==> config.mk <==
export PLATFORM = sky130hd
export DESIGN_NAME = segdisplay
export DESIGN_NICKNAME = d
export VERILOG_FILES = /design/src/rtl/segdisplay.sv
export SDC_FILE = /design/constraint.sdc
export NUM_CORES = 1
export LEC_CHECK = 0
export CAP_MARGIN = 40
export CORE_AREA = 2 2 111 113
export DETAILED_ROUTE_END_ITERATION = 8
export DIE_AREA = 0 0 113 115
export PLACE_DENSITY = 0.78
export SYNTH_ARGS = -nofsm -noshare
export SYNTH_HDL_FRONTEND = slang
export SYNTH_SLANG_ARGS = --single-unit
==> constraint.sdc <==
create_clock -name clk -period 5.1 [get_ports clk]
set_input_delay 1.02 -clock clk [delete_from_list [all_inputs] [get_ports clk]]
set_output_delay 1.02 -clock clk [all_outputs]
set_load 0.05 [all_outputs]
==> src/rtl/segdisplay.sv <==
// segdisplay: memory-mapped N-digit seven-segment display controller.
// Registers: 0 VALUE, 1 CTRL, 2 STATUS (read-only), 3 reserved.
// Drives static per-digit segments plus a time-multiplexed scan port.
// Optional blink feature is built when SEGDISPLAY_BLINK_EN is defined.
module segdisplay #(
    parameter int DIGITS     = 4,
    parameter int SCAN_BITS  = 16,
    parameter int BLINK_BITS = 5
) (
    input  logic                clk,
    input  logic                reset,
    input  logic                we,
    input  logic [1:0]          addr,
    input  logic [31:0]         wdata,
    output logic [31:0]         rdata,
    output logic [7*DIGITS-1:0] seg,
    output logic [DIGITS-1:0]   dp,
    output logic [6:0]          scan_seg,
    output logic                scan_dp,
    output logic [DIGITS-1:0]   scan_an
);
    localparam logic [1:0] ADDR_VALUE  = 2'd0;
    localparam logic [1:0] ADDR_CTRL   = 2'd1;
    localparam logic [1:0] ADDR_STATUS = 2'd2;
    localparam logic [2:0] LAST_DIGIT  = 3'(DIGITS - 1);

    // Hex nibble to active-low {g,f,e,d,c,b,a} glyph.
    function automatic logic [6:0] glyph(input logic [3:0] nib);
        case (nib)
            4'h0:    glyph = 7'b1000000;
            4'h1:    glyph = 7'b1111001;
            4'h2:    glyph = 7'b0100100;
            4'h3:    glyph = 7'b0110000;
            4'h4:    glyph = 7'b0011001;
            4'h5:    glyph = 7'b0010010;
            4'h6:    glyph = 7'b0000010;
            4'h7:    glyph = 7'b1111000;
            4'h8:    glyph = 7'b0000000;
            4'h9:    glyph = 7'b0010000;
            4'hA:    glyph = 7'b0001000;
            4'hB:    glyph = 7'b0000011;
            4'hC:    glyph = 7'b1000110;
            4'hD:    glyph = 7'b0100001;
            4'hE:    glyph = 7'b0000110;
            4'hF:    glyph = 7'b0001110;
            default: glyph = 7'b1111111;
        endcase
    endfunction

    logic [4*DIGITS-1:0] r_value;
    logic                r_en;
    logic                r_lzb;
    logic [DIGITS-1:0]   r_dpmask;
    logic [SCAN_BITS-1:0] r_presc;
    logic [2:0]          r_scan_idx;
    logic [15:0]         r_frame;

    logic                w_presc_tc;
    logic                w_frame_wrap;
    logic                w_phase;
    logic [DIGITS-1:0]   w_blink_hide;
    logic [DIGITS-1:0]   w_blank;
    logic [7*DIGITS-1:0] w_seg;
    logic [DIGITS-1:0]   w_dp;
    logic [6:0]          w_scan_seg;
    logic                w_scan_dp;
    logic [DIGITS-1:0]   w_scan_an;
    logic [31:0]         w_rdata;
    logic                w_unused_wdata;

    // Not every write-data bit maps to a field for every DIGITS setting.
    assign w_unused_wdata = ^wdata;

    assign w_presc_tc   = (r_presc == {SCAN_BITS{1'b1}});
    assign w_frame_wrap = w_presc_tc & (r_scan_idx == LAST_DIGIT);

`ifdef SEGDISPLAY_BLINK_EN
    logic [DIGITS-1:0]     r_blinkmask;
    logic [BLINK_BITS-1:0] r_blink_cnt;
    logic                  r_blink_phase;

    assign w_phase      = r_blink_phase;
    assign w_blink_hide = r_blinkmask & {DIGITS{r_blink_phase}};

    // Blink counter advances once per frame; phase flips when it wraps.
    always_ff @(posedge clk or posedge reset) begin
        if (reset) begin
            r_blink_cnt   <= '0;
            r_blink_phase <= 1'b0;
        end else if (w_frame_wrap) begin
            r_blink_cnt <= r_blink_cnt + BLINK_BITS'(1);
            if (r_blink_cnt == {BLINK_BITS{1'b1}}) begin
                r_blink_phase <= ~r_blink_phase;
            end
        end
    end
`else
    localparam int UNUSED_BLINK_BITS = BLINK_BITS;

    assign w_phase      = 1'b0;
    assign w_blink_hide = '0;
`endif

    // CPU-writable register file; STATUS and reserved writes are dropped.
    always_ff @(posedge clk or posedge reset) begin
        if (reset) begin
            r_value  <= '0;
            r_en     <= 1'b0;
            r_lzb    <= 1'b0;
            r_dpmask <= '0;
`ifdef SEGDISPLAY_BLINK_EN
            r_blinkmask <= '0;
`endif
        end else if (we) begin
            case (addr)
                ADDR_VALUE: r_value <= wdata[4*DIGITS-1:0];
                ADDR_CTRL: begin
                    r_en     <= wdata[0];
                    r_lzb    <= wdata[1];
                    r_dpmask <= wdata[8 +: DIGITS];
`ifdef SEGDISPLAY_BLINK_EN
                    r_blinkmask <= wdata[16 +: DIGITS];
`endif
                end
                default: ;
            endcase
        end
    end

    // Free-running prescaler, scan digit and frame counter; writes never touch them.
    always_ff @(posedge clk or posedge reset) begin
        if (reset) begin
            r_presc    <= '0;
            r_scan_idx <= 3'd0;
            r_frame    <= 16'd0;
        end else begin
            r_presc <= r_presc + SCAN_BITS'(1);
            if (w_presc_tc) begin
                if (r_scan_idx == LAST_DIGIT) begin
                    r_scan_idx <= 3'd0;
                    r_frame    <= r_frame + 16'd1;
                end else begin
                    r_scan_idx <= r_scan_idx + 3'd1;
                end
            end
        end
    end

    // Per-digit blanking (enable, leading zeros, blink) and glyph selection.
    always_comb begin : static_digits
        logic w_zero_run;
        w_zero_run = 1'b1;
        w_blank    = '0;
        w_seg      = '1;
        w_dp       = '1;
        for (int i = DIGITS - 1; i >= 0; i--) begin
            w_zero_run = w_zero_run & (r_value[4*i +: 4] == 4'd0);
            w_blank[i] = ~r_en | (r_lzb & w_zero_run & (i != 0)) | w_blink_hide[i];
            if (w_blank[i]) begin
                w_seg[7*i +: 7] = 7'b1111111;
                w_dp[i]         = 1'b1;
            end else begin
                w_seg[7*i +: 7] = glyph(r_value[4*i +: 4]);
                w_dp[i]         = ~r_dpmask[i];
            end
        end
    end

    // Route the current scan digit's static value onto the shared lines.
    always_comb begin
        w_scan_seg = 7'b1111111;
        w_scan_dp  = 1'b1;
        w_scan_an  = '1;
        for (int i = 0; i < DIGITS; i++) begin
            if (r_scan_idx == 3'(i)) begin
                w_scan_seg   = w_seg[7*i +: 7];
                w_scan_dp    = w_dp[i];
                w_scan_an[i] = 1'b0;
            end else begin
                w_scan_an[i] = 1'b1;
            end
        end
    end

    // Read mux over the current (pre-write) register contents.
    always_comb begin
        w_rdata = 32'd0;
        case (addr)
            ADDR_VALUE: w_rdata[4*DIGITS-1:0] = r_value;
            ADDR_CTRL: begin
                w_rdata[0]           = r_en;
                w_rdata[1]           = r_lzb;
                w_rdata[8 +: DIGITS] = r_dpmask;
`ifdef SEGDISPLAY_BLINK_EN
                w_rdata[16 +: DIGITS] = r_blinkmask;
`endif
            end
            ADDR_STATUS: begin
                w_rdata[2:0]   = r_scan_idx;
                w_rdata[3]     = w_phase;
                w_rdata[31:16] = r_frame;
            end
            default: w_rdata = 32'd0;
        endcase
    end

    // Output registers; reset blanks everything and selects digit 0.
    always_ff @(posedge clk or posedge reset) begin
        if (reset) begin
            rdata    <= 32'd0;
            seg      <= '1;
            dp       <= '1;
            scan_seg <= 7'b1111111;
            scan_dp  <= 1'b1;
            scan_an  <= ~DIGITS'(1'b1);
        end else begin
            rdata    <= w_rdata;
            seg      <= w_seg;
            dp       <= w_dp;
            scan_seg <= w_scan_seg;
            scan_dp  <= w_scan_dp;
            scan_an  <= w_scan_an;
        end
    end

endmodule

Yosys cells after proc, flatten, opt, wreduce, memory -nomap -nowiden
Memory sizes are Yosys's and may differ from the RTL's.
Cells that the tools add are included.
{ "word_totals": {"word_cells": 74, "regBits": 133, "rom_bits": 448, "in_bits": 37, "mem_count": 4, "output_inout_bits": 76} }
{ "op_classes": {"n_reduce_logical": 8, "n_eq_ne": 6, "addsub": 3, "n_bitwise": 13, "n_mux": 27} }
{ "memory_table": {"columns": ["name", "words", "word_bits", "read_ports", "rd_clocked_by_memory_dff", "wr", "line", "source"], "rows": [
  ["(name not given)", 16, 7, 1, 0, 0, "29", "case (nib)"],
  ["(name not given)", 16, 7, 1, 0, 0, "29", null],
  ["(name not given)", 16, 7, 1, 0, 0, "29", null],
  ["(name not given)", 16, 7, 1, 0, 0, "29", null]
]} }
{ "ops": {"columns": ["operator", "count"], "rows": [
  ["7-bit two-way mux", 8],
  ["16-bit by 1-bit adder with 16-bit output (second input constant)", 2],
  ["16-bit == test (second input constant)", 1],
  ["16-bit two-way mux", 1],
  ["4-bit zero test", 3],
  ["1-bit two-way mux", 12],
  ["4-bit two-way mux", 2],
  ["4-bit one-hot mux with 2 select lines", 1],
  ["3-bit by 2-bit == test with 1-bit output (second input constant)", 2],
  ["2-bit one-hot mux with 3 select lines", 1],
  ["2-bit AND reduction", 3],
  ["1-bit bitwise AND", 5],
  ["1-bit NOT", 5],
  ["2-bit one-hot mux with 2 select lines", 1],
  ["3-bit by 1-bit adder with 3-bit output (second input constant)", 1],
  ["3-bit by 1-bit == test with 1-bit output (second input constant)", 1],
  ["3-bit zero test", 1],
  ["3-bit two-way mux", 1],
  ["1-bit OR", 3],
  ["2-bit by 1-bit == test with 1-bit output (second input constant)", 1],
  ["2-bit == test (second input constant)", 1],
  ["2-bit zero test", 1]
]} }

Logic depth before layout (Yosys ltp)
{ "logic_depth": {"word_depth": 9, "depth_mapped": 7, "mapped_depth_nobuf": 6} }

Worst setup path before layout
No wires, ideal clock.
{ "synth_path": {"kind": "input to register", "startpoint": "input port addr[0]", "endpoint": "register r_value[2]", "path_buffers": 3, "required_ns": 4.975, "t_arrival_ns": 2.154, "setup_slack_ns": 2.821, "cell_stages": 6, "setup_time_ns": 0.125, "path_cell_list": "clkbuf_1 > nor2_1 > and2_1 > buf_2 > buf_2 > mux2_2"} }
{ "synth_between": {"elab_chain_cells": 2} }
{ "synth_lines": {"columns": ["element", "line", "source"], "rows": [
  ["from (decl)", "13", "input logic [1:0] addr,"],
  ["2-bit zero test", "115", "case (addr)"],
  ["2-bit AND reduction (no line)", null, null],
  ["to (signal assigned)", "116", "ADDR_VALUE: r_value <= wdata[4*DIGITS-1:0];"],
  ["to (decl)", "50", "logic [4*DIGITS-1:0] r_value;"]
]} }
No other way between the ends.
A chain may end at the register's enable or synchronous reset.

Worst setup path in the final report
{ "layout_path": {"startpoint": "register dp[3]", "endpoint": "output port dp[3]"} }
{ "layout_lines": {"columns": ["element", "line", "source"], "rows": [
  ["from (decl)", "17", "output logic [DIGITS-1:0] dp,"],
  ["from (signal assigned)", "219", "dp <= w_dp;"]
]} }
No word-level cell between the ends.

==> metrics <==
FF+latch area=3380 um2; Sink Count=133; Root Driver=clkbuf_16; area of the multi-input gates=2590 um2; post-layout util=0.669; Reg2Reg Setup Slack=2410 ps; leakage=0.00350 uW; period utilization=0.546; CTS Buf Count=17; Synth Area per Inst=11.6 um2; Final Non-Filler Cells=788; routed vias=4398; biggest area consumer among synthesized cells=dfrtp_1; Synth area leaders=dfrtp_1 36%, dfstp_2 18%, ha_1 5.7%; Synth Net Count=598; Worst Path Arrival=1760 ps; peak supply drop=0.000203 V; Syn. warnings=0; sequential area share after synthesis=0.548; Synth Area in Adders=0.0568; async set-or-reset flop fraction in the synthesized netlist=1.00; Comb power frac=0.266; Critical Path RT=4080 ps; switching share of power=0.328; Simple-Gate Fraction of Synth Area=0.165; hold path endpoint=r_frame[15]$_DFFE_PP0P_; Met3 Wirelength=788 um; setup bufs post-CTS=0; Critical Path Source Type=flip-flop; die height=115 um; worst hold path startpoint=r_frame[15]$_DFFE_PP0P_; critical path class=reg2out; Sequential Power Share=0.376; RR Endpoint=r_frame[15]$_DFFE_PP0P_; Crit path buffers/inverters=1; antenna cells=0; WP depth=1; fmax=0.359 GHz; Synth Area in Compound Gates=0.0845; die span in x=113 um; Post-synth EDFFs=0; largest net degree at the start of global routing=68; Rel. slew slack=0.441; Psw=1180 uW; Netlist cell types=60; vias per cell=5.58; die area=13000 um2; first-pass GRT wire length=22900 um; Internal Power=2420 uW; I/O Buffers=96; crit-path leading delay family=buffers and inverters; Final Hold Fails=0; clk_lat worst skew=420 ps; Starting Density=0.522; H-tree depth=4; cells along the critical path=clkdlybuf4s50_1; Top FF cell, synth=dfrtp_1; multiplexer share of the synthesized area=0.0726; DR WL met2=6830 um; drt first pass iters=9; gp weighted congestion=0.910; CP Max Fanout=1; Min-Delay Path Class=reg2reg; synth-to-layout area growth=28.0%; Overflow after GRT=0; Synth Cell Area=6170 um2; FP Rows=40; GRT Total Usage=0.232; Routed WL=14300 um; FF+latch count, synth=133; RSZ-0062 raised after global routing=false; setup_tns=0 ps; RR Startpoint=r_scan_idx[0]$_DFFE_PP0N_; Post-route DRC=7; DP Cell Count=756; Iteration-0 DRC Markers=307; fill cell count=873; CTS max path bufs=2; IO Count=113; worst hold stages=1; Nets=693; post-CTS sizing=0; max-capacitance violation count=0; CTS Hold Bufs=0; Crit. End Element=output pin; highest routed layer=met4; pre-CTS setup slack=1980 ps; initial antenna violation count=0; Final HPWL DP=9940 um; met1 wire length=6320 um; clock skew=6.02 ps; Tot Pwr=3610 uW; Reg2Reg Depth=5; final setup vio count=0; setup ws final=2320 ps; CTS tree=built; final slew viol count=0; outcome=complete, but fails checks; worst slew pin tran=836 ps; violations in the final reports=design-rule violations; share of cells above drive strength 1=0.181; Final min period=2780 ps; routed len/inst=18.1 um; CP peak stage delay=810 ps; Clock Power Share=0.358; Mapped Cells=533; Crit-path slowest cell=clkdlybuf4s50_1; Routed Antenna Nets=0; power density cells=456 nW/um2; vias in the first global route=4355; xor/xnor share of the synthesized area=0.0412; largest family of logic cells by synthesized area=simple AND/OR/NAND/NOR gates; core box area=11800 um2; Synth top area share=0.365; Worst-path clk slew=60 ps
power by group through the flow:
stage                     combinational (uW)  sequential, uW  clock (uW)
final                                    960            1350        1290
after global routing                    1010            1370        1360
after CTS                                957            1360        1310
after detailed placement                 948            1370           0
after global placement                   935            1360           0
after floorplan                          345            1670           0
synthesized netlist by cell type, drive strengths merged, types with 12 or more instances:
library cell / count
dfstp: 43
nand2: 44
nor2b: 12
mux2: 21
dfrtp: 90
nor2: 23
and2: 26
mux2i: 14
o21ai: 16
buf: 12
xnor2: 14
inv: 21
xor2: 15
clkbuf: 14
nand3: 22
nor3: 16
ha: 28
kinds of logic after synthesis:
family | after synthesis
AND/OR/NAND/NOR | 188
buffers and inverters | 47
flip-flops | 133
AO/OA/AOI/OAI | 70
multiplexers | 38
XOR/XNOR | 29
adder cells (fa/ha/maj) | 28
routing by layer:
| layer | GRT usage | up-vias |
|---|---|---|
| met5 | 0 | - |
| met2 | 0.362 | 161 |
| met4 | 0.0951 | 0 |
| li1 | - | 2053 |
| met3 | 0.0596 | 26 |
| met1 | 0.312 | 2158 |
final cells by class:
class,count,share of cell area
timing repair buffer,102,0.130
clock buffer,20,0.0578
sequential,133,0.428
clock inverter,12,0.0223
multi-input combinational,353,0.328
inverter,21,0.0103
tap,147,0.0233
registers in the layout, summed over array words and instances (netlist names):
name / flops
r_frame: 16
r_dpmask: 4
scan_an: 4
dp: 4
r_en: 1
r_value: 16
scan_seg: 7
r_scan_idx: 3
seg: 28
scan_dp: 1
r_lzb: 1
rdata: 32
r_presc: 16
through the flow:
| step | cell area, um2 | hold WS, ps |
|---|---|---|
| 2_1_floorplan | 6170 | 405 |
| 3_3_place_gp | 7240 | 449 |
| 3_5_place_dp | 7270 | 449 |
| 4_1_cts | 7900 | 461 |
| 5_1_grt | 7900 | 474 |
| 6_report | 7900 | 462 |
worst max path at each step:
| stage | startpoint | end | slack (ps) |
|---|---|---|---|
| 6_report | dp[3]$_DFF_PP1_ | dp[3] | 2320 |
| 5_1_grt | r_scan_idx[0]$_DFFE_PP0N_ | r_frame[15]$_DFFE_PP0P_ | 2130 |
| 4_1_cts | scan_an[2]$_DFF_PP1_ | scan_an[2] | 2300 |
| 3_5_place_dp | addr[0] | r_value[11]$_DFFE_PP0P_ | 1980 |
| 3_3_place_gp | addr[0] | r_value[7]$_DFFE_PP0P_ | 1680 |
| 2_1_floorplan | reset | r_dpmask[0]$_DFFE_PP0P_ | 600 |
cells in the final DEF (no fill, tap or decap), types with 5 or more instances in the layout:
cell / synthesis / layout
ha_1: 28 / 28
and2_1: 26 / 26
xnor2_1: 14 / 14
nand2_1: 44 / 44
o21ai_0: 16 / 16
buf_4: 1 / 5
nor2b_1: 12 / 12
nand3_1: 22 / 22
nand4_1: 7 / 7
nor2_1: 22 / 22
mux2_2: 20 / 20
a21oi_1: 5 / 5
nor3_1: 16 / 16
clkdlybuf4s50_1: 0 / 96
clkbuf_16: 0 / 17
mux2i_1: 14 / 14
dfstp_2: 43 / 43
xor2_1: 15 / 15
nand2b_1: 6 / 6
a221o_1: 5 / 5
inv_1: 21 / 20
o211ai_1: 8 / 8
or3_1: 5 / 5
dfrtp_1: 90 / 90
(Power assumes the default switching activity.)
